==> src/rtl/piso_serializer_if.sv <==
// piso_serializer_if: load handshake between a word producer and the
// serializer. The producer (master) drives data_in/load_valid; the
// serializer (slave) answers with load_ready.
interface piso_serializer_if #(
    parameter int WIDTH = 8
) ();
    logic [WIDTH-1:0] data_in;
    logic             load_valid;
    logic             load_ready;

    modport master (output data_in, output load_valid, input load_ready);
    modport slave  (input data_in, input load_valid, output load_ready);
endinterface

==> src/rtl/piso_serializer.sv <==
// piso_serializer: parallel-in serial-out transmitter with frame markers.
// A word accepted through the load handshake is emitted one bit per clock on
// serial_out, MSB or LSB first, with frame_start on bit 0 and frame_last on
// the final bit. A new word may be accepted on the final-bit cycle so frames
// run back to back without a gap.
// Optional feature macro: PISO_PARITY_EN appends an even-parity bit to every
// frame (frame length WIDTH+1, frame_last moves onto the parity bit).
module piso_serializer #(
    parameter int WIDTH     = 8,
    parameter bit LSB_FIRST = 1'b0
) (
    input  logic                clk,
    input  logic                reset,
    piso_serializer_if.slave    bus,
    output logic                serial_out,
    output logic                frame_start,
    output logic                frame_last,
    output logic                busy
);

    localparam int                CNT_W    = $clog2(WIDTH);
    localparam logic [CNT_W-1:0]  LAST_CNT = CNT_W'(WIDTH - 1);
    localparam logic [CNT_W-1:0]  PREV_CNT = CNT_W'(WIDTH - 2);

    typedef enum logic [1:0] {
        IDLE   = 2'd0,
        SHIFT  = 2'd1
`ifdef PISO_PARITY_EN
        ,
        PARITY = 2'd2
`endif
    } state_t;

    state_t             state;
    state_t             state_d;
    logic [CNT_W-1:0]   bit_cnt;
    logic [WIDTH-1:0]   shift_reg;
    logic [WIDTH-1:0]   shift_d;
    logic               load_ready;
    logic               accept;
    logic               at_last;
    logic               start_d;
    logic               last_d;
    logic               busy_d;
`ifdef PISO_PARITY_EN
    logic               parity_bit;
`endif

    assign accept  = bus.load_valid && load_ready;
    assign at_last = (state == SHIFT) && (bit_cnt == LAST_CNT);

    assign bus.load_ready = load_ready;

    // The bit on the line is always the outgoing end of the shift register,
    // which only ever fills with zeros, so the line idles low for free.
    assign serial_out = LSB_FIRST ? shift_reg[0] : shift_reg[WIDTH-1];

    // State register.
    always_ff @(posedge clk or posedge reset) begin
        // NOTE: sequential state uses non-blocking assignments so every flop
        // samples the pre-edge values regardless of statement order.
        if (reset) begin
            state <= IDLE;
        end else begin
            state <= state_d;
        end
    end

    // Next-state logic: a frame ends on its final bit unless a new word is
    // accepted in that same cycle.
    always_comb begin
        // NOTE: every combinational output gets a default first so no path
        // leaves it unassigned and infers a latch.
        state_d = state;
        unique case (state)
            IDLE: begin
                if (accept) state_d = SHIFT;
            end
            SHIFT: begin
                if (at_last) begin
`ifdef PISO_PARITY_EN
                    state_d = PARITY;
`else
                    state_d = accept ? SHIFT : IDLE;
`endif
                end
            end
`ifdef PISO_PARITY_EN
            PARITY: begin
                state_d = accept ? SHIFT : IDLE;
            end
`endif
            default: state_d = IDLE;
        endcase
    end

    // Output logic: load_ready plus the next values of the registered
    // frame markers and the next shift-register contents.
    always_comb begin
        load_ready = 1'b0;
        start_d    = 1'b0;
        last_d     = 1'b0;
        busy_d     = 1'b0;
        shift_d    = LSB_FIRST ? {1'b0, shift_reg[WIDTH-1:1]}
                               : {shift_reg[WIDTH-2:0], 1'b0};
`ifdef PISO_PARITY_EN
        load_ready = (state == IDLE) || (state == PARITY);
        busy_d     = accept || (state == SHIFT);
        last_d     = at_last;
        // The parity bit takes the place of the data bit just shifted out.
        if (at_last) begin
            shift_d = LSB_FIRST ? {{(WIDTH-1){1'b0}}, parity_bit}
                                : {parity_bit, {(WIDTH-1){1'b0}}};
        end
`else
        load_ready = (state == IDLE) || at_last;
        busy_d     = accept || ((state == SHIFT) && !at_last);
        last_d     = (state == SHIFT) && (bit_cnt == PREV_CNT);
`endif
        start_d    = accept;
        if (accept) begin
            shift_d = bus.data_in;
        end
    end

    // Datapath and registered frame markers.
    always_ff @(posedge clk or posedge reset) begin
        if (reset) begin
            shift_reg   <= '0;
            bit_cnt     <= '0;
            frame_start <= 1'b0;
            frame_last  <= 1'b0;
            busy        <= 1'b0;
`ifdef PISO_PARITY_EN
            parity_bit  <= 1'b0;
`endif
        end else begin
            shift_reg   <= shift_d;
            frame_start <= start_d;
            frame_last  <= last_d;
            busy        <= busy_d;
            if (accept) begin
                bit_cnt <= '0;
`ifdef PISO_PARITY_EN
                parity_bit <= ^bus.data_in;
`endif
            end else if (state == SHIFT) begin
                bit_cnt <= at_last ? '0 : bit_cnt + CNT_W'(1);
            end
        end
    end

endmodule

==> src/flat_wrapper.sv <==
// flat-port wrapper written by rule: the top's interface ports become plain ports
module piso_serializer_flat 
#(
    parameter int WIDTH     = 8,
    parameter bit LSB_FIRST = 1'b0
)
  (clk, reset, serial_out, frame_start, frame_last, busy, bus_data_in, bus_load_valid, bus_load_ready);
  piso_serializer_if #(.WIDTH(WIDTH)) bus_i ();
  input  logic clk;
  input  logic reset;
  output logic serial_out;
  output logic frame_start;
  output logic frame_last;
  output logic busy;
  input wire logic [$bits(bus_i.data_in)-1:0] bus_data_in;
  input wire logic [$bits(bus_i.load_valid)-1:0] bus_load_valid;
  output wire logic [$bits(bus_i.load_ready)-1:0] bus_load_ready;
  assign bus_i.data_in = bus_data_in;
  assign bus_i.load_valid = bus_load_valid;
  assign bus_load_ready = bus_i.load_ready;
  piso_serializer #(.WIDTH(WIDTH), .LSB_FIRST(LSB_FIRST)) u_core (.clk(clk), .reset(reset), .bus(bus_i), .serial_out(serial_out), .frame_start(frame_start), .frame_last(frame_last), .busy(busy));
endmodule
==> config.mk <==
export PLATFORM = sky130hd
export DESIGN_NAME = piso_serializer_flat
export DESIGN_NICKNAME = d
export VERILOG_FILES = /design/src/rtl/piso_serializer_if.sv /design/src/rtl/piso_serializer.sv /design/src/flat_wrapper.sv
export SDC_FILE = /design/constraint.sdc
export NUM_CORES = 1
export LEC_CHECK = 0
export CORE_MARGIN = 5
export CORE_UTILIZATION = 41
export DETAILED_ROUTE_END_ITERATION = 7
export PLACE_DENSITY = 0.71
export SLEW_MARGIN = 20
export SYNTH_ARGS = -nofsm -noshare
export SYNTH_HDL_FRONTEND = slang
export SYNTH_SLANG_ARGS = --single-unit
==> constraint.sdc <==
create_clock -name clk -period 1.5 [get_ports clk]
set_input_delay 0.3 -clock clk [delete_from_list [all_inputs] [get_ports clk]]
set_output_delay 0.3 -clock clk [all_outputs]
set_load 0.03 [all_outputs]
==> flow_summary_export.csv <==
group,metric,value,unit
status,run_status,"complete, but fails checks",
status,violations,"setup timing",
sta,finalMaxSlewViolations,0,
setup_path,critical_path.endpoint_type,"primary output",
setup_path,worstSetupStartpoint,"u_core.bit_cnt[0]",
placement,place.detailed.hpwl,754,um
cts,ctsHoldBuffers,0,
sta,slew-limit-headroom,79.5,%
sta,final_period_minus_worst_setup_slack,1.59,ns
min_path,hold_class,"input port to async pin",
floorplanning,design.core.area,1490,sq um
sta,clock-skew-final,0.00597,ns
setup_path,r2r-end,"u_core.shift_reg[7]",
detailed_routing,highest_routed_metal_layer,"met4",
setup_path,r2r_start,"u_core.bit_cnt[0]",
job,count_of_max_cap_constraint_violations,0,
detailed_routing,route.final.wire_length,1.02,mm
setup_path,max_stage_delay,0.39,ns
setup_path,cp_cell_sequence,"ha_2, ha_4, nand2b_4, buf_6",
logic_synthesis,synth_cell_types,15,
logic_synthesis,synth.net_count,58,
grt,global_route.usage.total,9.42,%
pwr,p_clk_share,13.8,%
detailed_routing,post-route-drc-count,0,
pwr,internal_power,1.07,mW
pwr,power.density,1750,nW/um^2
detailed_routing,routed_wire_length_per_instance,12.0,um
placement,place.port_buffers,15,
grt,grt_pass1_wl,1.62,mm
floorplanning,floorplan.rows,14,
detailed_routing,avgViaCountPerCell,4.60,
cts,clock-sinks,15,
sta,slew_of_the_pin_with_the_lowest_slew_margin,0.307,ns
setup_path,rr_worst_depth,6,
finish,post_route_cells_drive_above_1_share,36.2,%
detailed_routing,drt_iter0_markers,3,
grt,antenna_found_initial,0,
detailed_routing,first_pass_iters,2,
setup_path,cp.required,1.20,ns
sta,timing.final.setup_violations,8,
grt,first_global_vias,355,
pwr,share_seq_of_total_power,39.4,%
sta,final_period_utilization,106,%
setup_path,critical_path_depth,4,
setup_path,worst_setup_path_start_kind,"flip-flop",
setup_path,cpMaxStageDelayCell,"dfrtp_1",
grt,grt_start_max_net_pins,16,
cts,clock_tree.buffer_depth,2,
logic_synthesis,synth_seq_cells,15,
cts,clock_h_tree_levels,1,
logic_synthesis,synthesis.yosys.warnings,0,
sta,rsz0062_at_grt,"true",
detailed_routing,route.met2.wl,431,um
detailed_routing,detailroute.wirelength.met3,77,um
cts,path_clk_slew,0.08,ns
pwr,power_leakage,0.464,nW
floorplanning,die_h,49.5,um
cts,clockRootBuffer,"clkbuf_4",
finish,most_common_cell_after_layout_fill_and_taps_aside,"dfrtp_1",
setup_path,path_delay_family,"flip-flops",
setup_path,cp_max_fo,2,
finish,largest_reg_flops,8,
cts,worst_skew_pair.late_latency,0.28,ns
setup_path,critical_path_end,"bus_load_ready",
logic_synthesis,synth-seq-area-share,58.7,%
finish,commonest_non_fill_non_tap_cells_in_the_layout,"dfrtp_1 (15), clkdlybuf4s50_1 (10), mux2_4 (7), buf_4 (7), inv_1 (5)",
detailed_routing,m1WireLength,486,um
pwr,power.net_switching,501,uW
floorplanning,die-width,49.5,um
floorplanning,start_util,42.9,%
placement,finalWeightedCongestion,0.749,
sta,hold_viol,0,
logic_synthesis,average_footprint_of_a_synthesized_cell,14.5,sq um
pwr,switching_share,31.9,%
setup_path,timing.setup.critical_path_class,"flip-flop to primary output",
sta,setup_slack,-0.0931,ns
logic_synthesis,postSynthCellCount,44,
logic_synthesis,synth_area,639,sq um
detailed_routing,routed-via-count,391,
cts,tritoncts,"built",
pwr,combinationalPowerShare,46.9,%
grt,globalRouteOverflowTotal,0,
floorplanning,die_area,2450,sq um
finish,area_growth_syn_to_layout,40.3,%
sta,finalSetupTns,-0.486,ns
finish,diodes,0,
setup_path,r2r_slack,-0.07,ns
detailed_routing,ant_nets,0,
pwr,p_total,1.57,mW
sta,fmax,0.628,GHz
floorplanning,io_pins,16,
setup_path,critPathArrivalTime,1.29,ns
setup_path,buffering_stage_count_on_the_worst_path_with_inverters_included,1,
finish,net_count_of_the_finished_layout,84,
cts,numCtsBuffers,3,
pwr,vdd_drop_max,0.942,mV
-- worst register-to-register path, cell delays in order, from the launching register on --
cell and delay (ns):
dfrtp_1 0.39, ha_2 0.21, ha_4 0.16, nand2b_4 0.14, buf_4 0.16, nand2_8 0.10
mux2_4 0.31
-- what timing repair did --
item | in CTS | in global routing
buffers inserted | 2 | 1
endpoints found under the setup margin | 5 | 8
pin swaps | 1 | 0
resized for setup | 5 | 0
-- power by group through the flow --
stage / Sequential [mW] / Combinational [mW] / Clock [mW]
after floorplan: 0.686 / 0.438 / 0
after global placement: 0.625 / 0.680 / 0
after detailed placement: 0.631 / 0.692 / 0
after CTS: 0.621 / 0.728 / 0.236
after global routing: 0.632 / 0.806 / 0.255
final: 0.619 / 0.737 / 0.217
-- area by class of cell --
cell class	instances	area [sq um]
Multi-Input combinational cell	23	256
Inverter	5	18.8
Sequential cell	15	375
Fill cell	122	592
Clock inverter	1	5.00
Timing Repair Buffer	22	199
Clock buffer	3	22.5
Tap cell	16	20.0
-- Yosys cell counts (all sizes together) --
| cell type | instances | share of area [%] |
|---|---|---|
| a32o | 1 | 1.6 |
| and3 | 2 | 2.2 |
| buf | 1 | 1.8 |
| dfrtp | 15 | 59 |
| ha | 3 | 5.9 |
| inv | 5 | 2.9 |
| mux2 | 7 | 16 |
| nand2 | 4 | 4.9 |
| nand2b | 1 | 0.98 |
| nor2 | 1 | 0.59 |
| o21ai | 2 | 1.6 |
| or2b | 2 | 2.5 |
-- layer usage --
layer,GRT usage (%),vias up
met3,3.61,2
li1,-,194
met1,11.6,183
met5,0,-
met4,10.5,0
met2,11.4,12
-- how the worst min path moves through the flow --
| stage | startpoint | endpoint | slack, ns | cells after the start |
|---|---|---|---|---|
| 2_1_floorplan | reset | u_core.bit_cnt[0] | 0.20 | 1 |
| 3_3_place_gp | u_core.shift_reg[1] | u_core.shift_reg[2] | 0.46 | 1 |
| 3_5_place_dp | u_core.shift_reg[3] | u_core.shift_reg[4] | 0.47 | 1 |
| 4_1_cts | reset | u_core.frame_start | 0.31 | 3 |
| 5_1_grt | reset | u_core.state[0] | 0.33 | 3 |
| 6_report | reset | u_core.shift_reg[6] | 0.31 | 3 |
-- metrics by stage --
step / hold slack, ns / instances / util [%] / area, sq um / setup slack [ns]
2_1_floorplan: 0.201 / 44 / - / 666 / -0.00206
3_3_place_gp: 0.460 / 78 / 57.0 / 848 / 0.00843
3_5_place_dp: 0.470 / 78 / 57.0 / 848 / -0.0275
4_1_cts: 0.306 / 84 / 59.7 / 890 / -0.113
5_1_grt: 0.328 / 85 / 60.3 / 897 / -0.159
6_report: 0.315 / 85 / 60.3 / 897 / -0.0931
-- kinds of logic (layout without fill, tap and decap cells) --
logic type               Yosys count  in the layout  synth area share (%)
AO/OA/AOI/OAI                      3              3                  3.13
adder cells (fa/ha/maj)            3              3                  5.87
buffers and inverters              6             31                  4.70
flip-flops                        15             15                  58.7
multiplexers                       7              7                  16.4
AND/OR/NAND/NOR                   10             10                  11.2
No activity file was read; power rests on OpenSTA's default activity.
